<file path="src/rtl/titan_rf_pkg.sv">
// Shared register-file types and constants for the writeback path.
// Defines the default index/data widths, the link register index and the writeback source tag.
package titan_rf_pkg;

  localparam int REGBITS = 5;
  localparam int WIDTH   = 32;
  localparam int RA_REG  = 31;

  typedef enum logic [1:0] {
    SRC_NONE = 2'd0,
    SRC_LOAD = 2'd1,
    SRC_LINK = 2'd2,
    SRC_ALU  = 2'd3
  } wb_src_t;

endpackage

</file>
<file path="src/rtl/wb_scoreboard.sv">
// Pending-load scoreboard: one bit per register, set on load issue and cleared on load return.
// issue_stall is combinational off the registered vector, so a return releases decode one cycle later.
module wb_scoreboard #(
  parameter int REGBITS = titan_rf_pkg::REGBITS
) (
  input  logic                  clk,
  input  logic                  reset,
  input  logic                  ld_valid,
  input  logic [REGBITS-1:0]    ld_dest,
  input  logic                  ld_issue,
  input  logic [REGBITS-1:0]    ld_issue_dest,
  input  logic [REGBITS-1:0]    rs,
  input  logic [REGBITS-1:0]    rt,
  output logic                  issue_stall,
  output logic [2**REGBITS-1:0] pending
);

  localparam int NREG = 2**REGBITS;

  logic [NREG-1:0] pend_q;
  logic [NREG-1:0] pend_nxt;
  logic            set_en;

  assign issue_stall = pend_q[rs] | pend_q[rt] | (ld_issue & pend_q[ld_issue_dest]);
  assign set_en      = ld_issue && !issue_stall && (ld_issue_dest != '0);

  // Set is applied after clear so a same-index issue and return leaves the bit set.
  always_comb begin
    pend_nxt = pend_q;
    if (ld_valid) pend_nxt[ld_dest] = 1'b0;
    if (set_en)   pend_nxt[ld_issue_dest] = 1'b1;
    pend_nxt[0] = 1'b0;
  end

  always_ff @(posedge clk or negedge reset) begin
    if (!reset) pend_q <= '0;
    else        pend_q <= pend_nxt;
  end

  assign pending = pend_q;

endmodule

</file>
<file path="src/rtl/regfile_wb_arbiter.sv">
// Arbitrates load/link/ALU writebacks onto the single register-file write port; one-cycle registered write.
// Loads are never stalled; link outranks ALU until the ALU has been denied STARVE_LIMIT cycles in a row.
module regfile_wb_arbiter
  import titan_rf_pkg::*;
#(
  parameter int REGBITS      = titan_rf_pkg::REGBITS,
  parameter int WIDTH        = titan_rf_pkg::WIDTH,
  parameter int STARVE_LIMIT = 4
) (
  input  logic                  clk,
  input  logic                  reset,
  input  logic                  ld_valid,
  input  logic [REGBITS-1:0]    ld_dest,
  input  logic [WIDTH-1:0]      ld_data,
  input  logic                  link_valid,
  input  logic [WIDTH-1:0]      link_data,
  output logic                  link_ready,
  input  logic                  alu_valid,
  input  logic [REGBITS-1:0]    alu_dest,
  input  logic [WIDTH-1:0]      alu_data,
  output logic                  alu_ready,
  input  logic                  ld_issue,
  input  logic [REGBITS-1:0]    ld_issue_dest,
  input  logic [REGBITS-1:0]    Rs,
  input  logic [REGBITS-1:0]    Rt,
  output logic                  issue_stall,
  output logic                  regWriteEn,
  output logic [REGBITS-1:0]    Rdest,
  output logic [WIDTH-1:0]      writeData,
  output logic [2**REGBITS-1:0] pending
);

  localparam int                SCW   = $clog2(STARVE_LIMIT + 1);
  localparam logic [SCW-1:0]    LIMIT = SCW'(STARVE_LIMIT);
  localparam logic [REGBITS-1:0] RA   = REGBITS'(RA_REG);

  wb_src_t            src;
  logic [SCW-1:0]     starve_cnt;
  logic               alu_prio;
  logic [REGBITS-1:0] wb_dest;
  logic [WIDTH-1:0]   wb_data;

  assign alu_prio = (starve_cnt >= LIMIT);

  always_comb begin
    src = SRC_NONE;
    if (ld_valid)                                    src = SRC_LOAD;
    else if (alu_valid && (alu_prio || !link_valid)) src = SRC_ALU;
    else if (link_valid)                             src = SRC_LINK;
  end

  assign link_ready = (src == SRC_LINK);
  assign alu_ready  = (src == SRC_ALU);

  always_comb begin
    wb_dest = '0;
    wb_data = '0;
    case (src)
      SRC_LOAD: begin wb_dest = ld_dest;  wb_data = ld_data;   end
      SRC_LINK: begin wb_dest = RA;       wb_data = link_data; end
      SRC_ALU:  begin wb_dest = alu_dest; wb_data = alu_data;  end
      default:  begin wb_dest = '0;       wb_data = '0;        end
    endcase
  end

  always_ff @(posedge clk or negedge reset) begin
    if (!reset) begin
      starve_cnt <= '0;
    end else if (!alu_valid || alu_ready) begin
      starve_cnt <= '0;
    end else if (starve_cnt < LIMIT) begin
      starve_cnt <= starve_cnt + 1'b1;
    end
  end

  // Registered so the file sees a stable port at its negedge write; r0 grants are swallowed here.
  always_ff @(posedge clk or negedge reset) begin
    if (!reset) begin
      regWriteEn <= 1'b0;
      Rdest      <= '0;
      writeData  <= '0;
    end else begin
      regWriteEn <= (src != SRC_NONE) && (wb_dest != '0);
      if (src != SRC_NONE) begin
        Rdest     <= wb_dest;
        writeData <= wb_data;
      end
    end
  end

  wb_scoreboard #(.REGBITS(REGBITS)) u_sb (
    .clk           (clk),
    .reset         (reset),
    .ld_valid      (ld_valid),
    .ld_dest       (ld_dest),
    .ld_issue      (ld_issue),
    .ld_issue_dest (ld_issue_dest),
    .rs            (Rs),
    .rt            (Rt),
    .issue_stall   (issue_stall),
    .pending       (pending)
  );

endmodule

</file>
<file path="config.mk">
export PLATFORM = sky130hd
export DESIGN_NAME = regfile_wb_arbiter
export DESIGN_NICKNAME = d
export VERILOG_FILES = /design/src/rtl/titan_rf_pkg.sv /design/src/rtl/wb_scoreboard.sv /design/src/rtl/regfile_wb_arbiter.sv
export SDC_FILE = /design/constraint.sdc
export NUM_CORES = 1
export LEC_CHECK = 0
export CAP_MARGIN = 5
export CORE_MARGIN = 10
export CORE_UTILIZATION = 45
export CTS_CLUSTER_SIZE = 8
export DETAILED_ROUTE_END_ITERATION = 6
export GPL_TIMING_DRIVEN = 0
export PLACE_DENSITY = 0.86
export SLEW_MARGIN = 25
export SYNTH_ARGS = -nofsm -noshare
export SYNTH_HDL_FRONTEND = slang
export SYNTH_SLANG_ARGS = --single-unit
</file>
<file path="constraint.sdc">
create_clock -name clk -period 5 [get_ports clk]
set_input_delay 1 -clock clk [delete_from_list [all_inputs] [get_ports clk]]
set_output_delay 1 -clock clk [all_outputs]
set_load 0.03 [all_outputs]
</file>
---- After elaboration in Yosys (flattened, before gate mapping) ----
Index checks and enable logic that the tools add are counted.
operators by class
  $add $sub $neg .......................... 1
  $lt $le $gt $ge ......................... 8
  eq/ne operators ......................... 3
  multiplexer cells ....................... 19
  bitwise operators ....................... 6
  reduce and logical (&&, ||, !) cells .... 15
operators with widths
  cell                                                                                 count
  32-bit one-hot mux with 3 select lines                                               1
  32-bit 2-to-1 mux                                                                    2
  32-bit AND                                                                           1
  32-bit NOT                                                                           1
  32-bit bitwise OR                                                                    1
  5-bit by 6-bit less-than comparator with 1-bit output, second input constant         4
  1-bit binary-select mux with 5-bit select                                            3
  5-bit one-hot mux with 3 select lines                                                1
  1-bit demux with 5-bit select                                                        2
  5-bit by 1-bit greater-or-equal comparator with 1-bit output, second input constant  2
  5-bit nonzero test                                                                   2
  1-bit logical AND                                                                    6
  2-bit 2-to-1 mux                                                                     3
  3-bit 2-to-1 mux                                                                     2
  1-bit 2-to-1 mux                                                                     5
  2-bit == test, second input constant                                                 2
  2-bit nonzero test                                                                   2
  3-bit by 1-bit adder with 3-bit output, second input constant                        1
  3-bit greater-or-equal comparator, second input constant                             1
  1-bit logical NOT                                                                    3
  3-bit less-than comparator, second input constant                                    1
  2-bit by 1-bit == test with 1-bit output, second input constant                      1
  1-bit logical OR                                                                     2
  1-bit bitwise OR                                                                     2
  1-bit AND                                                                            1
word-level totals
  bits in registers ....................... 72
  output and inout bits ................... 73
  word-level logic and storage cells ...... 57

---- Depth between registers and ports, before layout ----
Gate-level depths: netlist (run 1).
  word-level depth ........................ 9
  gate-level depth with buffers ........... 9
  depth with buffers taken out ............ 6

---- By module ----
Synthesis (run 1) repeated with hierarchy kept, for this count alone.
second synthesis, totals
  cell total of the unflattened synthesis .. 432
  area, all modules ....................... 4463.0 µm²
by module, submodules not included
  module              times used  cells each  area an instance (µm²)  seq. area each (µm²)
  wb_scoreboard       1           237         2294.7                  775.7
  regfile_wb_arbiter  1           195         2168.3                  1026.0

---- Worst setup path after synthesis (run 1) ----
No wires, ideal clock.
  path kind ............................... input -> output
  from .................................... in ld_issue_dest[0]
  to ...................................... out issue_stall
  data arrival time ....................... 2690 ps
  slack ................................... 1310 ps
  stages on the path ...................... 8
  path through ............................ buf_2 > mux4_2 > a2bb2oi_1 > nor2_1 > a221oi_2 > nand2_1 > clkbuf_1 > a21o_1
between the ends
  longest elaborated chain between the ends .. 4
ends and longest elaborated chain
  element                                    line                      source
  start: declaration                         regfile_wb_arbiter.sv:23  input logic [REGBITS-1:0] ld_issue_dest,
  1-bit binary-select mux with 5-bit select  wb_scoreboard.sv:24       assign issue_stall = pend_q[rs] | pend_q[rt] | (ld_issue & pend_q[ld_issue_dest]);
  1-bit 2-to-1 mux (not written as such)     wb_scoreboard.sv:24
  1-bit AND                                  wb_scoreboard.sv:24
  1-bit bitwise OR                           wb_scoreboard.sv:24
  end: declaration                           regfile_wb_arbiter.sv:26  output logic issue_stall,
Every way passes these cells. The select of a mux whose other input is x is not followed.

---- Final worst setup path (run 1) ----
  from .................................... in ld_issue_dest[1]
  to ...................................... out issue_stall
The elaborated chain is that of the path after synthesis.

==> reports/metrics.yaml, run 1 <==
status: "complete, no violations"
grt_max_degree: 44
fp.dieW_um: 119
io_pins: 200
combPwrFrac_pct: 41.8
multi_input_area_um2: 2430
clk_path_buf_depth: 2
post-route-util_pct: 69.1
drt_pre_antenna_iters: 5
final_cell_mix: "clkdlybuf4s50_1 (189), dfrtp_1 (72), nand2_1 (66)"
synth_flop_cell: "dfrtp_1"
routed.top_layer: "met4"
post_cts_buffers: 0
synthArstFlopShare_pct: 100
synth.area.top_cells: "dfrtp_1 (41%), a221oi_1 (6.7%), mux4_2 (6.1%)"
yosysTopAreaCell: "dfrtp_1"
route.met3.wl_um: 2270
initial_core_util_pct: 45.7
vias: 5027
finalSetupViolCount: 0
yosysUniqueCellTypes: 53
drc: 0
clkPwrFrac_pct: 19.6
syn_avg_cell_area_um2: 9.23
core_um2: 9680
worst-path-max-fanout: 13
fin_setup_tns_ns: 0
antenna_found_initial: 1
syn2layout_area_growth_pct: 51.1
wl_per_cell_um: 22.5
gp_congestion: 1.03
ys_ff_latch: 72
cts_hold_buf: 0
rsz0062_at_grt: "no"
period_share_pct: 96.5
initialDrtViolationCount: 544
fill_cells: 756
power_density_nw_per_um2: 306
synth_nets: 608
yosysSeqAreaShare_pct: 40.7
finalNetCount: 809
r2r_setup_slack_ns: 2.52
overflow: 0
crit_family: "buffers and inverters"
final_hold_viol_count: 0
wl_met2_um: 8970
peakVddDrop_v: 0.000137
cts_root_buf: "clkbuf_8"
yosys_warnings: 0
crit_path_cell_trace: "clkdlybuf4s50_1 -> buf_2 -> buf_4 -> mux4_2 -> a221oi_2 -> nand2_2 -> a21o_1 -> clkdlybuf4s50_1"
die_area_um2: 14200
grt_pass1_vias: 5258
fin_worst_skew_ns: 0.00832
p_seq_share_pct: 38.7
syn_inst: 480
end_kind: "primary output"
p_sw_uw: 796
cp_slowest_stage_delay_ns: 0.59
tightestPinTransition_ns: 0.698
final_common_cell: "clkdlybuf4s50_1"
hold_path.class: "flip-flop to flip-flop"
path_class: "input pin to primary output"
ctsHtreeMaxLevel: 3
die_y_um: 119
final_cell_area_um2: 6690
cap_viol_max_count: 0
cp-start-kind: "input pin"
slew_viol_final: 0
io_buffers: 190
fin_crit_ns: 4.82
regArea_um2: 1800
p_int_mw: 1.25
synthesis.area_um2: 4430
path_clk_slew_ns: 0.08
cts_tree: "yes"
rows: 36
worstPathRequired_ns: 4.00
grt_pass1_wl_um: 28900
netlist.area_leader.share_pct: 40.7
dp_hpwl_um: 14700
path_buf_inv: 4
p_sw_share_pct: 38.9
drt-met1-wl_um: 6590
fmax_ghz: 0.207
place_area_um2: 6520
vias_per_cell: 6.15
cts.sinks: 72
p_leak_nw: 2.60
critPathSlowestCell: "clkdlybuf4s50_1"
cts-buffers-inserted: 9
slew_headroom_pct: 53.2
synth_edf_count: 0
clk_latency_ns: 0.34
grt.total_usage_pct: 25.1
crit_arrival_ns: 3.82
layout-drive-gt1-share_pct: 8.33
ant_nets: 0
drt_wl_total_um: 18400
critical_path.most_common_cell: "clkdlybuf4s50_1"
==> through the flow <==
step | std cells | hold slack [ns] | power (mW) | worst slack (ns)
2_1_floorplan | 480 | 0.493 | 1.22 | 1.31
3_3_place_gp | 803 | 0.460 | 1.62 | 0.0522
3_5_place_dp | 804 | 0.474 | 1.65 | 0.00175
4_1_cts | 818 | 0.488 | 2.05 | 0.0355
5_1_grt | 817 | 0.491 | 2.14 | 0.0680
6_report | 818 | 0.487 | 2.05 | 0.175
==> final timing paths <==
check	from	cells past startpoint	to
setup / recovery	ld_issue_dest[1]	8	issue_stall
hold / removal	Rdest[3]	2	Rdest[3]
setup reg to reg	u_sb.pending[11]	7	u_sb.pending[10]
hold reg to reg	Rdest[3]	2	Rdest[3]
max in group asynchronous	reset	2	writeData[23]
min in group asynchronous	reset	1	u_sb.pending[17]
==> routing by layer <==
layer / up-vias / track usage, %
li1: 2204 / -
met1: 2403 / 27.2
met2: 370 / 41.5
met3: 50 / 10.9
met4: 0 / 11.4
met5: - / 0
==> power by group through the flow <==
stage / Sequential, mW / Combinational (mW) / Clock [mW]
2_1_floorplan: 0.932 / 0.286 / 0
5_1_grt: 0.801 / 0.903 / 0.433
3_5_place_dp: 0.797 / 0.854 / 0
6_report: 0.792 / 0.856 / 0.401
3_3_place_gp: 0.790 / 0.835 / 0
4_1_cts: 0.785 / 0.856 / 0.406
==> state kept, by name, indices dropped and copies added (netlist names) <==
register,count
Rdest,5
regWriteEn,1
starve_cnt,3
u_sb.pending,31
writeData,32
==> Yosys cell counts (3+ instances only) <==
library cell,number
dfrtp_1,72
mux4_2,12
nand3b_1,6
a221o_1,4
nand2_1,67
or3b_2,4
nor2b_1,4
clkbuf_1,27
nand2b_1,4
nand3_1,6
buf_2,9
nor3b_1,5
a21o_1,5
mux2i_1,20
nor3_1,7
a221oi_1,34
inv_1,5
buf_1,5
nor2_1,47
o21ai_0,36
o31ai_1,25
mux2_2,3
a21oi_1,34
o41ai_2,4
or3_1,3
==> layout make-up <==
type | instances | area share (%)
clock buffer | 11 | 2.11
inverter | 5 | 0.280
buffer | 43 | 2.92
multi-input combinational | 359 | 36.3
sequential | 72 | 26.9
antenna | 1 | 0.0374
clock inverter | 3 | 0.299
tap | 133 | 2.49
timing repair buffer | 191 | 28.7
==> repair_timing <==
| action | CTS | global route |
|---|---|---|
| setup endpoints to repair | 1 | 1 |
| gates resized for setup | 1 | 3 |
| gates cloned | 0 | 0 |
==> logic make-up (layout without fill, tap and decap cells) <==
| kind of cell | after synthesis | count (layout) | synth area share, % |
|---|---|---|---|
| other | 1 | 2 | 0.0846 |
| AO/OA/AOI/OAI | 161 | 161 | 25.9 |
| flip-flops | 72 | 72 | 40.7 |
| adder cells (fa/ha/maj) | 1 | 1 | 0.282 |
| multiplexers | 35 | 35 | 11.4 |
| AND/OR/NAND/NOR | 160 | 160 | 16.7 |
| XOR/XNOR | 1 | 1 | 0.198 |
| buffers and inverters | 49 | 253 | 4.83 |
==> worst register-to-register path, stage by stage, from the launching register on <==
cell and delay (ns):
dfrtp_1 0.46, mux4_2 0.50, a2bb2oi_1 0.17, nor2_1 0.08
a221oi_2 0.26, nand2_2 0.25, clkbuf_1 0.31, o31ai_1 0.35
Note: power is estimated with default switching activity, not from simulation.
==> run 2: changes to the inputs <==
--- a/config.mk
+++ b/config.mk
@@ -5,14 +5,14 @@
 export SDC_FILE = /design/constraint.sdc
 export NUM_CORES = 1
 export LEC_CHECK = 0
+export ABC_AREA = 1
 export CAP_MARGIN = 5
 export CORE_MARGIN = 10
 export CORE_UTILIZATION = 45
 export CTS_CLUSTER_SIZE = 8
 export DETAILED_ROUTE_END_ITERATION = 6
+export DONT_BUFFER_PORTS = 1
 export GPL_TIMING_DRIVEN = 0
-export PLACE_DENSITY = 0.86
-export SLEW_MARGIN = 25
 export SYNTH_ARGS = -nofsm -noshare
 export SYNTH_HDL_FRONTEND = slang
 export SYNTH_SLANG_ARGS = --single-unit
==> reports/metrics.yaml, run 2 <==
total_power_mw: 1.79  # -12%
cts.sinks: 72  # unchanged
critPathSlowestCell: "inv_1"
power_density_nw_per_um2: 348  # +14%
ant_nets: 0  # unchanged
layout-drive-gt1-share_pct: 9.07  # +0.73 points
yosys.area_share.simple_pct: 46.2  # +29 points
finalNetCount: 851  # +5.2%
cts_hold_buf: 0  # unchanged
fill_cells: 1062  # +40%
combPwrFrac_pct: 17.8  # -24 points
initial_core_util_pct: 46.1  # +0.39 points
initialDrtViolationCount: 340  # -38%
clk_latency_ns: 0.35  # about the same
grt.total_usage_pct: 23.2  # -1.8 points
drt_wl_total_um: 17800  # -3.7%
cp-start-kind: "input pin"
hold_path.class: "input pin to async pin"
instances_no_fill: 864  # +5.6%
clk_path_buf_depth: 2  # unchanged
syn_avg_cell_area_um2: 6.69  # -28%
final_hold_viol_count: 0  # unchanged
grt_pass1_wl_um: 27300  # -5.5%
cts_tree: "yes"
io_pins: 200  # unchanged
ctsHtreeMaxLevel: 3  # unchanged
muxShareOfSynthArea_pct: 0  # -11 points
tightestPinTransition_ns: 0.777  # +0.0787 ns
synth_nets: 840  # +38%
status: "complete, no violations"
cts-buffers-inserted: 9  # unchanged
synthXorXnorAreaFrac_pct: 0.184  # -0.014 points
path_class: "input pin to primary output"
fmax_ghz: 0.282  # +36%
peakVddDrop_v: 0.000140  # +2.1%
vias_per_cell: 5.71  # -7.2%
syn_inst: 712  # +48%
rsz0062_at_grt: "no"
path_clk_slew_ns: 0.08  # about the same
yosysUniqueCellTypes: 29  # -45%
synth_adder_area_share_pct: 0.263  # -0.020 points
crit_path_cell_trace: "buf_2 -> inv_1 -> nand3_1 -> nand3_1 -> nand2_1 -> nand2_1 -> nand3_1 -> nand2_1 -> nand2_2 -> nor2_4 -> buf_6 -> inv_1"
worst-path-max-fanout: 10  # -3
core_um2: 10300  # +6.6%
largest_reg_flops: 32  # unchanged
diodes: 0  # -1
cap_viol_max_count: 0  # unchanged
yosysTopAreaCell: "dfrtp_1"
fp.dieW_um: 123  # +3.1%
dp_hpwl_um: 13700  # -6.9%
synth_most_common_cell: "nand2_1"
synth-compound-area-share_pct: 5.94  # -20 points
io_buffers: 0  # -100%
syn2layout_area_growth_pct: 8.20
overflow: 0  # unchanged
slew_viol_final: 0  # unchanged
ys_ff_latch: 72  # unchanged
dp_cells: 848  # +5.5%
synth_commonest_cells: "nand2_1 (310), dfrtp_1 (72), nand3_1 (71)"
synthArstFlopShare_pct: 100  # unchanged
synth_top_family_by_area: "simple AND/OR/NAND/NOR gates"
synth_edf_count: 0  # unchanged
die_area_um2: 15100  # +6.2%
finalSetupViolCount: 0  # unchanged
p_sw_uw: 727  # -8.7%
synthesis.area_um2: 4760  # +7.5%
grt_max_degree: 73  # +66%
vias: 4930  # -1.9%
post_cts_buffers: 0  # unchanged
p_seq_share_pct: 53.2  # +15 points
p_leak_nw: 2.44  # -6.1%
die_y_um: 123  # +3.1%
fin_setup_tns_ns: 0  # unchanged
drt_pre_antenna_iters: 6  # +1
yosysSeqAreaShare_pct: 37.8  # -2.8 points
clkPwrFrac_pct: 29.0  # +9.4 points
final_cell_mix: "nand2_1 (310), dfrtp_1 (72), nand3_1 (71)"
fin_crit_ns: 3.55  # -1.28 ns
yosys_warnings: 0  # unchanged
synth.area.top_cells: "dfrtp_1 (38%), nand2_1 (24%), nand3_1 (7.5%)"
fin_worst_skew_ns: 0.0135  # +0.00517 ns
rows: 37  # +2.8%
antenna_found_initial: 0  # -1
crit_arrival_ns: 2.55  # -1.27 ns
synth_flop_cell: "dfrtp_1"
p_int_mw: 1.07  # -15%
ctsResizeCount: 0  # -1
grt_pass1_vias: 4912  # -6.6%
top_register: "writeData"
wl_per_cell_um: 20.6  # -8.8%
cp_slowest_stage_delay_ns: 0.22  # -0.37 ns
p_sw_share_pct: 40.6  # +1.7 points
worstPathRequired_ns: 4.00  # about the same
netlist.area_leader.share_pct: 37.8  # -2.8 points
cts_root_buf: "clkbuf_8"
slew_headroom_pct: 48.2  # -5.0 points
drc: 0  # unchanged
gp_congestion: 0.890  # -14%
final_common_cell: "nand2_1"
end_kind: "primary output"
period_share_pct: 71.0  # -26 points
-- run 2: changes by cell type in the layout (fill, tap and decap cells not counted), moves of 20 or more --
cell,previous run,this run
clkdlybuf4s50_1,189,0
nand4_1,0,32
nand2_1,66,310
mux2i_1,20,0
nand3_2,0,25
a221oi_1,34,3
a21oi_1,34,1
inv_1,5,57
nand3_1,6,71
o31ai_1,25,0
-- run 2: power groups by stage --
stage	logic, mW	registers, mW	clock network, mW
after floorplan	0.251	0.888	0
after global placement	0.308	0.967	0
after detailed placement	0.317	0.965	0
after CTS	0.317	0.955	0.529
after global routing	0.365	0.961	0.558
final	0.319	0.954	0.519
-- run 2: layout make-up --
class | count | area, um2 | area share (%)
well taps | 136 | 170 | 3.30
clock buffers | 11 | 141 | 2.74
multi-input cells | 546 | 2510 | 48.6
plain buffers | 34 | 226 | 4.39
inverters | 60 | 229 | 4.44
flip-flops and latches | 72 | 1800 | 35.0
clock inverters | 5 | 78.8 | 1.53
-- run 2: stage by stage --
step           cell area, um2  worst slack [ns]  hold slack (ns)  util, %
3_5_place_dp             4930              1.44            0.556     47.8
3_3_place_gp             4930              1.46            0.529     47.8
6_report                 5150              1.45            0.328     49.9
5_1_grt                  5150              1.30            0.309     49.9
2_1_floorplan            4760              1.78            0.515        -
4_1_cts                  5150              1.45            0.315     49.9
-- run 2: worst max-delay path, delay by kind of cell --
kind	cells	cell delay, ns
buffers and inverters	4	0.75
AND/OR/NAND/NOR	8	0.79
-- run 2: per-layer routing --
metal  share of wire (%)  wire length [um]  global-route usage (%)  vias to the layer above
li1                    -                 -                       -                     2310
met3                  10              1840                    8.72                       50
met2                  49              8690                    39.4                      261
met4                 3.6               648                    8.76                        0
met1                  37              6590                    26.0                     2309
met5                   0                 0                       0                        -
-- run 2: logic make-up (layout without fill, tap and decap cells) --
logic type / count (synthesis) / after routing
fa+ha+maj: 1 / 1
xor+xnor: 1 / 1
other cells: 1 / 1
simple gates: 491 / 491
compound gates: 52 / 52
buf+inv: 94 / 110
flops: 72 / 72
-- run 2: worst paths after layout --
check | start | end | slack, ns | depth (start not counted)
worst max register to register | starve_cnt[2] | writeData[3] | 2.89 | 9
worst min register to register | starve_cnt[1] | starve_cnt[1] | 0.56 | 2
worst min-delay path | reset | u_sb.pending[1] | 0.33 | 0
min in group clk | starve_cnt[1] | starve_cnt[1] | 0.56 | 2
max in group asynchronous | reset | writeData[7] | 4.53 | 0
worst max-delay path | Rt[1] | issue_stall | 1.45 | 12
==> run 3: changes to the inputs <==
==> constraint.sdc (replaced) <==
create_clock -name clk -period 3.55 [get_ports clk]
set_input_delay 0.71 -clock clk [delete_from_list [all_inputs] [get_ports clk]]
set_output_delay 0.71 -clock clk [all_outputs]
set_load 0.03 [all_outputs]
==> results of run 3 <==
Same layout as run 2 (identical final DEF). Status: complete, no violations.
Among the figures that moved: setup slack after placement 1.44 ns -> 0.574 ns; setup slack after layout 1.45 ns -> 0.570 ns; hold slack 0.328 ns -> 0.0384 ns; start point of the critical path Rt[1] -> u_sb.pending[26]; register-to-register setup slack 2.89 ns -> 1.44 ns; total power 1.79 mW -> 2.52 mW; worst IR drop on VDD 0.000140 V -> 0.000198 V
